===== src/rtl/dmem_arb_pkg.sv =====
// Shared encodings, state enum and the memory geometry for the data-memory arbiter.
package dmem_arb_pkg;

    localparam logic [1:0] SZ_BYTE = 2'd0;
    localparam logic [1:0] SZ_HALF = 2'd1;
    localparam logic [1:0] SZ_WORD = 2'd2;
    localparam logic [1:0] SZ_BAD  = 2'd3;

    localparam int unsigned MEM_WORDS = 256;

    typedef enum logic [1:0] {
        ST_IDLE,
        ST_ISSUE,
        ST_DATA,
        ST_RESP
    } state_t;

    // Alignment, size-encoding and range check for one request.
    function automatic logic access_err(input logic [1:0]  size,
                                        input logic [31:0] addr,
                                        input int unsigned addr_bits);
        logic e;
        e = ((addr >> addr_bits) != 32'd0);
        case (size)
            SZ_HALF: e = e | addr[0];
            SZ_WORD: e = e | (addr[1:0] != 2'b00);
            SZ_BAD:  e = 1'b1;
            default: ;
        endcase
        return e;
    endfunction

endpackage


===== src/rtl/dmem_lane_unit.sv =====
// Byte-lane logic: load extract/extend and store merge into the read word.
module dmem_lane_unit
    import dmem_arb_pkg::*;
(
    input  logic [1:0]  lane,
    input  logic [1:0]  size,
    input  logic        is_unsigned,
    input  logic [31:0] rdata,
    input  logic [31:0] wdata,
    output logic [31:0] load_data,
    output logic [31:0] merge_data
);

    logic [4:0]  shamt;
    logic [31:0] shifted;
    logic [31:0] mask;
    logic [31:0] wshift;

    always_comb begin
        shamt     = {lane, 3'b000};
        shifted   = rdata >> shamt;
        wshift    = wdata << shamt;
        load_data = rdata;
        mask      = 32'hFFFF_FFFF;
        case (size)
            SZ_BYTE: begin
                load_data = {{24{shifted[7] & ~is_unsigned}}, shifted[7:0]};
                mask      = 32'h0000_00FF << shamt;
            end
            SZ_HALF: begin
                load_data = {{16{shifted[15] & ~is_unsigned}}, shifted[15:0]};
                mask      = 32'h0000_FFFF << shamt;
            end
            default: ;
        endcase
        // A full-word size gives an all-ones mask, so the merge is just wdata.
        merge_data = (rdata & ~mask) | (wshift & mask);
    end

endmodule


===== src/rtl/dmem_arbiter.sv =====
// Round-robin two-port arbiter and sub-word access sequencer for the data memory.
// Define DMEM_ARB_RMW_EN to enable read-modify-write sub-word stores.
//
// state    | meaning
// ST_IDLE  | offer grant, latch request on handshake
// ST_ISSUE | drive address; word store writes here
// ST_DATA  | read word available: load response or sub-word merge write
// ST_RESP  | response pulse for stores and errored accesses
module dmem_arbiter
    import dmem_arb_pkg::*;
#(
    parameter int unsigned ADDR_BITS = $clog2(MEM_WORDS * 4)
)
(
    input  logic             clk,
    input  logic             rstn,
    input  logic [1:0]       req_valid,
    output logic [1:0]       req_ready,
    input  logic [1:0]       req_we,
    input  logic [1:0][1:0]  req_size,
    input  logic [1:0]       req_unsigned,
    input  logic [1:0][31:0] req_addr,
    input  logic [1:0][31:0] req_wdata,
    output logic [1:0]       rsp_valid,
    output logic [31:0]      rsp_rdata,
    output logic             rsp_err,
    output logic             mem_we,
    output logic [31:0]      mem_addr,
    output logic [31:0]      mem_wdata,
    input  logic [31:0]      mem_rdata
);

    state_t      state;
    logic        last_q;
    logic        port_q;
    logic        we_q;
    logic        uns_q;
    logic        err_q;
    logic [1:0]  size_q;
    logic [31:0] addr_q;
    logic [31:0] wdata_q;

    logic        grant;
    logic [1:0]  grant_vec;
    logic [1:0]  port_vec;
    logic        handshake;
    logic        subword_err;
    logic        word_store;
    logic [31:0] load_data;
    logic [31:0] merge_data;

    always_comb begin
        grant = 1'b0;
        if (req_valid == 2'b11)
            grant = ~last_q;
        else if (req_valid[1])
            grant = 1'b1;
    end

    assign grant_vec  = req_valid[grant] ? (grant ? 2'b10 : 2'b01) : 2'b00;
    // Gated by rstn so ready drops the moment reset asserts.
    assign req_ready  = (state == ST_IDLE && rstn) ? grant_vec : 2'b00;
    assign handshake  = |(req_valid & req_ready);
    assign port_vec   = port_q ? 2'b10 : 2'b01;
    assign word_store = !err_q && we_q && (size_q == SZ_WORD);

`ifdef DMEM_ARB_RMW_EN
    assign subword_err = 1'b0;
`else
    assign subword_err = req_we[grant] &&
                         (req_size[grant] == SZ_BYTE || req_size[grant] == SZ_HALF);
`endif

    always_ff @(posedge clk or negedge rstn) begin
        if (!rstn) begin
            state   <= ST_IDLE;
            last_q  <= 1'b1;
            port_q  <= 1'b0;
            we_q    <= 1'b0;
            uns_q   <= 1'b0;
            err_q   <= 1'b0;
            size_q  <= SZ_BYTE;
            addr_q  <= '0;
            wdata_q <= '0;
        end else begin
            case (state)
                ST_IDLE: begin
                    if (handshake) begin
                        port_q  <= grant;
                        last_q  <= grant;
                        we_q    <= req_we[grant];
                        uns_q   <= req_unsigned[grant];
                        size_q  <= req_size[grant];
                        addr_q  <= req_addr[grant];
                        wdata_q <= req_wdata[grant];
                        err_q   <= access_err(req_size[grant], req_addr[grant], ADDR_BITS)
                                   | subword_err;
                        state   <= ST_ISSUE;
                    end
                end
                ST_ISSUE: state <= (err_q || word_store) ? ST_RESP : ST_DATA;
                ST_DATA:  state <= we_q ? ST_RESP : ST_IDLE;
                default:  state <= ST_IDLE;
            endcase
        end
    end

    dmem_lane_unit u_lane (
        .lane        (addr_q[1:0]),
        .size        (size_q),
        .is_unsigned (uns_q),
        .rdata       (mem_rdata),
        .wdata       (wdata_q),
        .load_data   (load_data),
        .merge_data  (merge_data)
    );

    assign mem_addr = addr_q;

    always_comb begin
        mem_we    = 1'b0;
        mem_wdata = '0;
        rsp_valid = 2'b00;
        rsp_rdata = '0;
        rsp_err   = 1'b0;
        case (state)
            ST_ISSUE: begin
                if (word_store) begin
                    mem_we    = 1'b1;
                    mem_wdata = merge_data;
                end
            end
            ST_DATA: begin
                if (we_q) begin
                    mem_we    = 1'b1;
                    mem_wdata = merge_data;
                end else begin
                    rsp_valid = port_vec;
                    rsp_rdata = load_data;
                end
            end
            ST_RESP: begin
                rsp_valid = port_vec;
                rsp_err   = err_q;
            end
            default: ;
        endcase
    end

endmodule


===== config.mk =====
export PLATFORM = sky130hd
export DESIGN_NAME = dmem_arbiter
export DESIGN_NICKNAME = d
export VERILOG_FILES = /design/src/rtl/dmem_arb_pkg.sv /design/src/rtl/dmem_lane_unit.sv /design/src/rtl/dmem_arbiter.sv
export SDC_FILE = /design/constraint.sdc
export NUM_CORES = 1
export LEC_CHECK = 0
export ABC_AREA = 1
export BUFFER_PORTS_ARGS = -buffer_cell sky130_fd_sc_hd__buf_2
export CORE_ASPECT_RATIO = 0.8
export CORE_MARGIN = 2
export CORE_UTILIZATION = 40
export DETAILED_ROUTE_END_ITERATION = 10
export GPL_TIMING_DRIVEN = 0
export HOLD_SLACK_MARGIN = 0.12
export PLACE_DENSITY = 0.7
export SETUP_SLACK_MARGIN = 0.15
export SLEW_MARGIN = 20
export SYNTH_ARGS = -nofsm -noshare
export SYNTH_HDL_FRONTEND = slang
export SYNTH_HIERARCHICAL = 1
export SYNTH_SLANG_ARGS = --single-unit

===== constraint.sdc =====
create_clock -name clk -period 4.3 [get_ports clk]
set_clock_uncertainty 0.1 [all_clocks]
set_input_delay 0.215 -clock clk [delete_from_list [all_inputs] [get_ports clk]]
set_output_delay 0.215 -clock clk [all_outputs]
set_load 0.01 [all_outputs]

Yosys cells after proc, flatten, opt, wreduce, memory -nomap -nowiden
Cells that the tools add are included.
- bits in registers: 73
- latch bits: 0
- memory bits (writable): 0
- memory bits (read-only): 0
- output and inout port bits: 102
- logic and storage cells: 88
- memories kept: 0
- add/sub/neg operators: 0
- multipliers: 0
- divide/modulo/power cells: 0
- order comparisons: 1
- equality and inequality tests: 10
- shifts and indexed selects: 4
- mux-type cells: 38
- bitwise operators: 12
- reduce and logical (&&, ||, !) cells: 14
- operators with widths (operator ; number):
    $mux 32 ; 8
    $pmux 32 s2 ; 3
    $and 32x32->32 ; 2
    $not 32->32 ; 1
    $or 32x32->32 ; 1
    $reduce_bool 32->1 ; 1
    $shl 16x5->32 const A ; 1
    $shl 32x5->32 ; 1
    $shl 8x5->32 const A ; 1
    $shr 32x5->16 ; 1
    $mux 2 ; 9
    $mux 1 ; 14
    $eq 2x2->1 const B ; 6
    $eq 2x1->1 const B ; 3
    $logic_not 2->1 ; 3
    $pmux 2 s3 ; 1
    $logic_and 1x1->1 ; 4
    $pmux 2 s2 ; 1
    $or 1x1->1 ; 3
    $pmux 1 s3 ; 1
    $and 1x1->1 ; 2
    $and 2x2->2 ; 1
    $logic_or 1x1->1 ; 2
    $lt 1x2->1 const B ; 1
    other kinds (7) ; 8

Logic depth before layout (Yosys ltp)
Gate-level depths: netlist (run 1).
- word-level depth: 11
- gate-level depth with buffers: 13
- depth with buffers taken out: 13

Modules after synthesis
Netlist (run 1), hierarchy kept.
- modules (own cells, without submodules) (module ; times used ; cells each ; area each (µm²) ; sequential area each (µm²)):
    dmem_arbiter ; 1 ; 625 ; 4291.6 ; 1828.0
    dmem_lane_unit ; 1 ; 362 ; 1589.0 ; 0.0

Worst setup path before layout (run 1)
Ideal clock, no wire load.
- path kind: register to register
- start point: register last_q
- end point: register err_q
- arrival time: 1.816 ns
- slack: 2.311 ns
- stages on the path, launching flop included: 13
- clock period less this slack: 1.989 ns
- cell sequence: dfstp_2 > nand2_4 > nand2_8 > inv_4 > buf_6 > or2_1 > o21ai_1 > ha_1 > inv_1 > nand2_1 > nand2_1 > a21oi_1 > a21oi_2
- cells in the longest elaborated chain, start to end: 10
- elaborated cells between the ends (all ways): 30
- RTL lines (what ; RTL line ; text):
    start: declaration ; dmem_arbiter.sv:34 ; logic last_q;
    start signal: assignment ; dmem_arbiter.sv:90 ; last_q <= grant;
    $not 1->1 * ; dmem_arbiter.sv:55 ; grant = ~last_q;
    $mux 1 * ; dmem_arbiter.sv:54 ; if (req_valid == 2'b11)
    $mux 32 (implied by the code) (2 in series) ; dmem_arbiter.sv:96 ; err_q <= access_err(req_size[grant], req_addr[grant], ADDR_BITS)
    $reduce_bool 32->1 or $reduce_bool 2->1 (tied branches) ; dmem_arb_pkg.sv:23, dmem_arb_pkg.sv:26 ;
    $or 1x1->1, on equally long branches ; dmem_arb_pkg.sv:26, dmem_arb_pkg.sv:25 ;
    $pmux 1 s3 ; dmem_arb_pkg.sv:24 ; case (size)
    $mux 1 ; dmem_arbiter.sv:88 ; if (handshake) begin
    $mux 1 ; dmem_arbiter.sv:86 ; case (state)
    $or 1x1->1 ; dmem_arbiter.sv:97 ; | subword_err;
    end signal: assignment ; dmem_arbiter.sv:96 ;
    end: declaration ; dmem_arbiter.sv:38 ; logic err_q;
Every way passes the cells marked *; elsewhere a longest branch is shown, timed or not. The select of a mux whose other input is x is not followed.
A chain may end at the register's enable or synchronous reset.

Worst setup path after layout (run 1)
- start point: input rstn
- end point: register addr_q[8], in the netlist mem_addr[8]
- cells in the longest elaborated chain, start to end: 5
- RTL lines (what ; RTL line ; text):
    start: declaration ; dmem_arbiter.sv:16 ; input logic rstn,
    $logic_and 1x1->1 ; dmem_arbiter.sv:62 ; assign req_ready = (state == ST_IDLE && rstn) ? grant_vec : 2'b00;
    $mux 2 ; dmem_arbiter.sv:62 ;
    $and 2x2->2 ; dmem_arbiter.sv:63 ; assign handshake = |(req_valid & req_ready);
    $reduce_or 2->1 ; dmem_arbiter.sv:63 ;
    $reduce_and 2->1 (no line) ; -- ;
    end signal: assignment ; dmem_arbiter.sv:94 ; addr_q <= req_addr[grant];
    end: declaration ; dmem_arbiter.sv:40 ; logic [31:0] addr_q;
No other way between the ends.

==> out/qor.log, run 1 <==
qor: run_status.run_status finished, final reports clean
qor: routing.maxUsedRoutingLayer met4
qor: worst_setup_path.critical_path_source_type input port
qor: layout.finalCoreUtilization 0.609
qor: timing.worst_slew_pin_slew 589 ps
qor: clocking.tritoncts yes
qor: layout.most-common-layout-cells nand2_1, buf_2, nor2_1
qor: global_routing.via_count_of_the_first_global_routing_pass 7314
qor: clocking.clock_latency 330 ps
qor: logic_synthesis.synth_sequential_area_ratio 0.311
qor: pwr.pwr_density 626 nW/um^2
qor: routing.route.antenna.remaining_nets 0
qor: timing.maxSlewHeadroom 0.607
qor: layout.nets 1544
qor: floorplan.die-height 112 um
qor: worst_setup_path.cp.required 4420 ps
qor: logic_synthesis.synth_area_in_adders 0.0170
qor: floorplan.fp.dieArea 15700 um^2
qor: logic_synthesis.synth_simple_gate_area_frac 0.396
qor: pwr.clock_power_share 0.141
qor: worst_setup_path.critical_path.startpoint rstn
qor: clocking.cts.sink_count 73
qor: routing.drt_first_iter_violations 787
qor: routing.met1Wirelength 10.5 mm
qor: layout.layout.filler_cells 1413
qor: layout.final_common_cell nand2_1
qor: pwr.power.switching 2630 uW
qor: worst_setup_path.reg2regPathDepth 10
qor: placed_design.port_buffers 272
qor: timing.finalHoldViolations 0
qor: clocking.cts-hold-fix-buffers 93
qor: logic_synthesis.syn-mean-instance-area 5.96 um^2
qor: clocking.cts.root.buffer_cell clkbuf_16
qor: timing.timing.setup.tns 0 ps
qor: floorplan.core 14300 um^2
qor: clocking.buffers_from_clock_root_to_sink_at_most 2
qor: clocking.cts.repair_timing.setup_buffer_count 0
qor: timing.max_clock_freq 349 MHz
qor: logic_synthesis.synth.mux.area_fraction 0
qor: placed_design.dp_hpwl 18.4 mm
qor: logic_synthesis.yosys.cell_types.count 36
qor: logic_synthesis.synth.net_count 1167
qor: layout.flow.area_growth_from_synthesis 48.7%
qor: timing.fin_max_slew_vios 0
qor: pwr.internal_power 2840 uW
qor: global_routing.gr-usage-all-layers 0.305
qor: worst_setup_path.crit_arrival 2990 ps
qor: pwr.combinationalPowerShare 0.621
qor: worst_setup_path.crit_path_end_kind flop
qor: clocking.cts_made_buffers 9
qor: floorplan.initial_core_util 0.410
qor: routing.wl_met2 10.9 mm
qor: global_routing.globalRouteOverflowTotal 0
qor: routing.routed-wl-met3 2.55 mm
qor: pwr.p_seq_frac 0.238
qor: routing.detailroute.via_count 7876
qor: pwr.leakage 0.00494 uW
qor: worst_setup_path.timing.reg2reg.setup_slack 1710 ps
qor: timing.hold_ws 123 ps
qor: clocking.htree_levels 3
qor: routing.totalWireLength 24.4 mm
qor: global_routing.antenna_found_initial 1
qor: logic_synthesis.synth-seq-cells 73
qor: worst_setup_path.worst_r2r_endpoint mem_addr[8]$_DFFE_PN0P_
qor: timing.final_period_minus_worst_setup_slack 2870 ps
qor: global_routing.grt_pass1_wl 38.0 mm
qor: pwr.irDropWorstVdd 309 uV
qor: logic_synthesis.syn_area 5880 um^2
qor: worst_setup_path.critPathKind in2reg
qor: floorplan.die_x 140 um
qor: logic_synthesis.post_synthesis_compound_gate_area_fraction 0.149
qor: logic_synthesis.ys.warnings.count 6
qor: routing.post_drt_via_cell_ratio 5.07
qor: worst_setup_path.regToRegStartpoint state[1]$_DFFE_PN0P_
qor: clocking.clk_transition_reported_paths 60 ps
qor: placed_design.gp_congestion 0.967
qor: logic_synthesis.syn_inst 987
qor: timing.grt_setup_unrepaired no
qor: clocking.cts.repair.resized 0
qor: global_routing.grt_max_degree 55
qor: logic_synthesis.synth_top_family_by_area simple AND/OR/NAND/NOR gates
qor: routing.drc_errors 0
qor: flow_run.max_cap_violation_count 0
qor: hold_path.hold_wc_path_type in2reg
qor: timing.final.setup.worst_slack 1430 ps
qor: routing.detail_route.wl_per_cell 15.7 um
qor: placed_design.dp_slack 2000 ps
qor: pwr.power.share.switching 0.481
qor: floorplan.i_o_pin_cnt 274
qor: floorplan.std_cell_rows 39
qor: timing.final_worst_path_period_share 0.667
qor: logic_synthesis.post_synth_xor_area_fraction 0
qor: worst_setup_path.endpoint mem_addr[8]$_DFFE_PN0P_
qor: timing.final_setup_violations 0
qor: worst_setup_path.worst-path-max-fanout 54
qor: layout.layout-drive-gt1-share 0.256
qor: routing.drt_pass1_iterations 5
layout make-up:
type | count | area [um^2] | area share
multi-input cells | 743 | 3310 | 0.378
repair buffers | 366 | 2320 | 0.266
flip-flops and latches | 73 | 1830 | 0.209
inverters | 116 | 438 | 0.0501
plain buffers | 55 | 307 | 0.0351
clock buffers | 12 | 256 | 0.0293
well taps | 184 | 230 | 0.0263
clock inverters | 4 | 51.3 | 0.00587
diodes | 1 | 2.50 | 0.000286
how the worst min path moves through the flow:
stage	depth (start not counted)	endpoint	from	slack (ps)
2_1_floorplan	0	err_q$_DFFE_PN0P_	rstn	-180
3_3_place_gp	2	mem_addr[22]$_DFFE_PN0P_	mem_addr[22]$_DFFE_PN0P_	360
3_5_place_dp	1	mem_addr[2]$_DFFE_PN0P_	rstn	30
4_1_cts	3	wdata_q[14]$_DFFE_PN0P_	req_wdata[46]	120
5_1_grt	3	wdata_q[24]$_DFFE_PN0P_	req_wdata[24]	130
6_report	3	wdata_q[27]$_DFFE_PN0P_	req_wdata[59]	120
cell usage after synthesis:
cell type / number / area (um^2)
a22o_1: 2 / 17.5
inv_1: 108 / 405
buf_6: 5 / 56.3
clkbuf_1: 16 / 60.1
nand3b_1: 8 / 60.1
ha_1: 8 / 100
o22ai_1: 1 / 6.26
o21ai_2: 1 / 8.76
nand4_1: 1 / 6.26
nand3_1: 64 / 320
clkbuf_2: 1 / 5.00
o21ai_0: 96 / 480
or2_1: 1 / 6.26
inv_4: 1 / 6.26
o21ai_1: 24 / 120
dfstp_2: 1 / 26.3
nand2_8: 1 / 20.0
nand2_2: 4 / 25.0
dfrtp_1: 72 / 1800
nor2_4: 1 / 11.3
a31oi_1: 14 / 87.6
inv_2: 7 / 26.3
nand2_1: 336 / 1260
nand2_4: 1 / 11.3
buf_2: 25 / 125
or2_0: 1 / 6.26
a211oi_1: 1 / 7.51
buf_4: 8 / 60.1
a21oi_4: 1 / 16.3
a21oi_2: 1 / 8.76
o21a_1: 1 / 7.51
o211ai_1: 5 / 37.5
a21oi_1: 16 / 80.1
nor2_1: 149 / 559
nand3_2: 3 / 30.0
nor2_2: 2 / 12.5
sequential cells by signal, indices dropped and copies added, names as in the netlist:
name,flops
size_q,2
state,2
port_q,1
we_q,1
wdata_q,32
uns_q,1
err_q,1
mem_addr,32
last_q,1
kinds of logic (layout without fill, tap and decap cells):
kind of cell,Yosys count,after routing
simple gates,572,572
buf+inv,171,553
compound gates,163,163
flops,73,73
fa+ha+maj,8,8
other cells,0,1
through the flow:
stage	instances	cell area [um^2]	power (uW)
3_5_place_dp	1444	7500	4270
2_1_floorplan	987	5880	3230
6_report	1554	8740	5470
5_1_grt	1554	8740	5960
3_3_place_gp	1443	7470	4230
4_1_cts	1553	8740	5400
power groups by stage:
stage                     clock (uW)  combinational, uW  sequential (uW)
final                            771               3400             1300
after CTS                        781               3330             1290
after detailed placement           0               2970             1300
after global placement             0               2930             1300
after global routing             822               3800             1340
after floorplan                    0               1950             1290
critical path: stages:
cell and delay [ps]:
dlygate4sd3_1 520, buf_4 300, buf_16 300, nand2_1 130, nor2_2 220, inv_1 120
buf_2 200, buf_2 230, nand2_1 100, o21ai_1 70, dlygate4sd3_1 550
routing by layer:
metal	GRT usage	vias to the layer above
met2	0.484	413
met4	0.0800	0
met3	0.0589	32
met5	0	-
met1	0.430	3595
li1	-	3836
Power figures use the tool's default switching activity.
==> inputs of run 2 (changes only) <==
==> constraint.sdc (replaced) <==
create_clock -name clk -period 2.65 [get_ports clk]
set_clock_uncertainty 0.1 [all_clocks]
set_input_delay 0.1325 -clock clk [delete_from_list [all_inputs] [get_ports clk]]
set_output_delay 0.1325 -clock clk [all_outputs]
set_load 0.01 [all_outputs]
==> run 2 against run 1 <==
Sequential cell count is the same. Clock power grew 63%. Design area grew 6.4%. Final cell count grew 3.2%. Critical endpoint is now mem_wdata[20]. Largest cell class unchanged.
==> out/qor.log, run 2 (same netlist as run 1, synthesis figures left out) <==
qor: run_status.run_status finished, final reports clean
qor: clocking.htree_levels 3
qor: global_routing.gr-usage-all-layers 0.321
qor: placed_design.dp_hpwl 18.4 mm
qor: routing.drc_errors 0
qor: layout.nets 1594
qor: routing.detailroute.via_count 8259
qor: routing.drt_first_iter_violations 913
qor: timing.max_clock_freq 415 MHz
qor: clocking.cts_made_buffers 9
qor: placed_design.gp_congestion 0.967
qor: layout.register_area 1830 um^2
qor: global_routing.antenna_found_initial 1
qor: global_routing.via_count_of_the_first_global_routing_pass 7631
qor: layout.most-common-layout-cells nand2_1, buf_2, nor2_1
qor: floorplan.die_x 140 um
qor: worst_setup_path.crit_path_end_kind output port
qor: clocking.clock_latency 330 ps
qor: timing.finalHoldViolations 0
qor: routing.route.antenna.remaining_nets 0
qor: layout.final_common_cell nand2_1
qor: timing.worst_slew_pin_slew 664 ps
qor: global_routing.grt_pass1_wl 40.0 mm
qor: placed_design.port_buffers 272
qor: layout.layout-drive-gt1-share 0.262
qor: floorplan.core 14300 um^2
qor: worst_setup_path.critical_path_source_type flop
qor: floorplan.std_cell_rows 39
qor: clocking.clk_transition_reported_paths 60 ps
qor: timing.final_period_minus_worst_setup_slack 2410 ps
qor: clocking.cts.sink_count 73
qor: routing.detail_route.wl_per_cell 16.2 um
qor: pwr.post-layout-total-power 9020 uW
qor: clocking.buffers_from_clock_root_to_sink_at_most 2
qor: timing.fin_max_slew_vios 0
qor: routing.drt_pass1_iterations 6
qor: worst_setup_path.worst-path-max-fanout 10
qor: routing.post_drt_via_cell_ratio 5.15
qor: pwr.irDropWorstVdd 511 uV
qor: pwr.pwr_density 969 nW/um^2
qor: routing.totalWireLength 25.9 mm
qor: global_routing.globalRouteOverflowTotal 0
qor: worst_setup_path.critPathKind reg2out
qor: layout.flow.area_growth_from_synthesis 58.3%
qor: flow_run.max_cap_violation_count 0
qor: worst_setup_path.cp.required 2420 ps
qor: clocking.tritoncts yes
qor: clocking.cts.root.buffer_cell clkbuf_16
qor: timing.maxSlewHeadroom 0.556
qor: placed_design.dpl-instance-area 7500 um^2
qor: floorplan.fp.dieArea 15700 um^2
qor: hold_path.hold_wc_path_type in2reg
qor: layout.combined_area_of_the_multi_input_logic_cells 3340 um^2
qor: layout.layout.filler_cells 1307
qor: pwr.leakage 0.00517 uW
qor: timing.final_worst_path_period_share 0.910
qor: layout.stdcell_count 1604
qor: global_routing.grt_max_degree 53
qor: layout.final_area 9310 um^2
qor: placed_design.placed_cells 1444
qor: floorplan.i_o_pin_cnt 274
qor: floorplan.die-height 112 um
qor: timing.final_setup_violations 0
qor: floorplan.initial_core_util 0.410
qor: worst_setup_path.crit_arrival 2180 ps
qor: timing.grt_setup_unrepaired yes
run 2: cell count changes in the layout (fill, tap and decap cells not counted), moves of 3 or more:
| cell | change |
|---|---|
| dlygate4sd3_1 | +41 |
| buf_4 | +9 |
| clkbuf_1 | -6 |
| clkbuf_2 | +6 |
| buf_2 | -5 |
| clkbuf_4 | +3 |
| inv_1 | -3 |
run 2: final timing paths:
| path | from | endpoint | slack, ps | cells past startpoint |
|---|---|---|---|---|
| setup / recovery | size_q[1]$_DFFE_PN0P_ | mem_wdata[20] | 240 | 11 |
| hold / removal | req_addr[53] | mem_addr[21]$_DFFE_PN0P_ | 120 | 4 |
| setup reg to reg | state[0]$_DFFE_PN0P_ | mem_addr[27]$_DFFE_PN0P_ | 240 | 9 |
| hold reg to reg | mem_addr[23]$_DFFE_PN0P_ | mem_addr[23]$_DFFE_PN0P_ | 380 | 2 |
| max in group asynchronous | rstn | wdata_q[16]$_DFFE_PN0P_ | 1140 | 3 |
| min in group asynchronous | rstn | last_q$_DFFE_PN1P_ | 350 | 3 |
run 2: report_power, final:
group          switching (uW)  internal, uW
Combinational            3430          2200
Sequential                468          1670
Clock                     481           781
run 2: stage by stage:
stage / TNS [ps] / hold WS, ps / util / worst slack (ps)
after CTS: 0 / 131 / 0.639 / 155
after detailed placement: 0 / -57.4 / 0.523 / 408
after floorplan: 0 / -263 / - / 661
after global placement: -13660 / 292 / 0.521 / -264
final: 0 / 124 / 0.649 / 239
after global routing: 0 / 172 / 0.649 / 86.2
run 2: final cells by class:
class	count	area share
multi-input cells	743	0.359
repair buffers	416	0.303
clock inverters	4	0.00551
inverters	116	0.0477
flip-flops and latches	73	0.197
well taps	184	0.0247
diodes	1	0.000269
clock buffers	12	0.0276
plain buffers	55	0.0351
run 2: what timing repair did:
item	in CTS	in global routing
pin swaps	0	3
setup endpoints to repair	8	64
hold endpoints to repair	140	7
gates resized for setup	3	29
hold buffers	133	2
setup buffers	0	8
run 2: per-layer routing:
metal	track usage	part of all wire
met3	0.0691	0.11
met4	0.0927	0.022
met1	0.438	0.42
met2	0.518	0.45
met5	0	0
run 2: worst max-delay path, cell delays in order, from the launching register on:
cell	delay, ps
dfrtp_1	400
buf_4	190
inv_2	110
nand2_1	100
inv_2	210
nand2_1	140
nand3_4	160
nand2_1	70
nand2_1	70
inv_1	40
nor2_1	180
buf_2	170
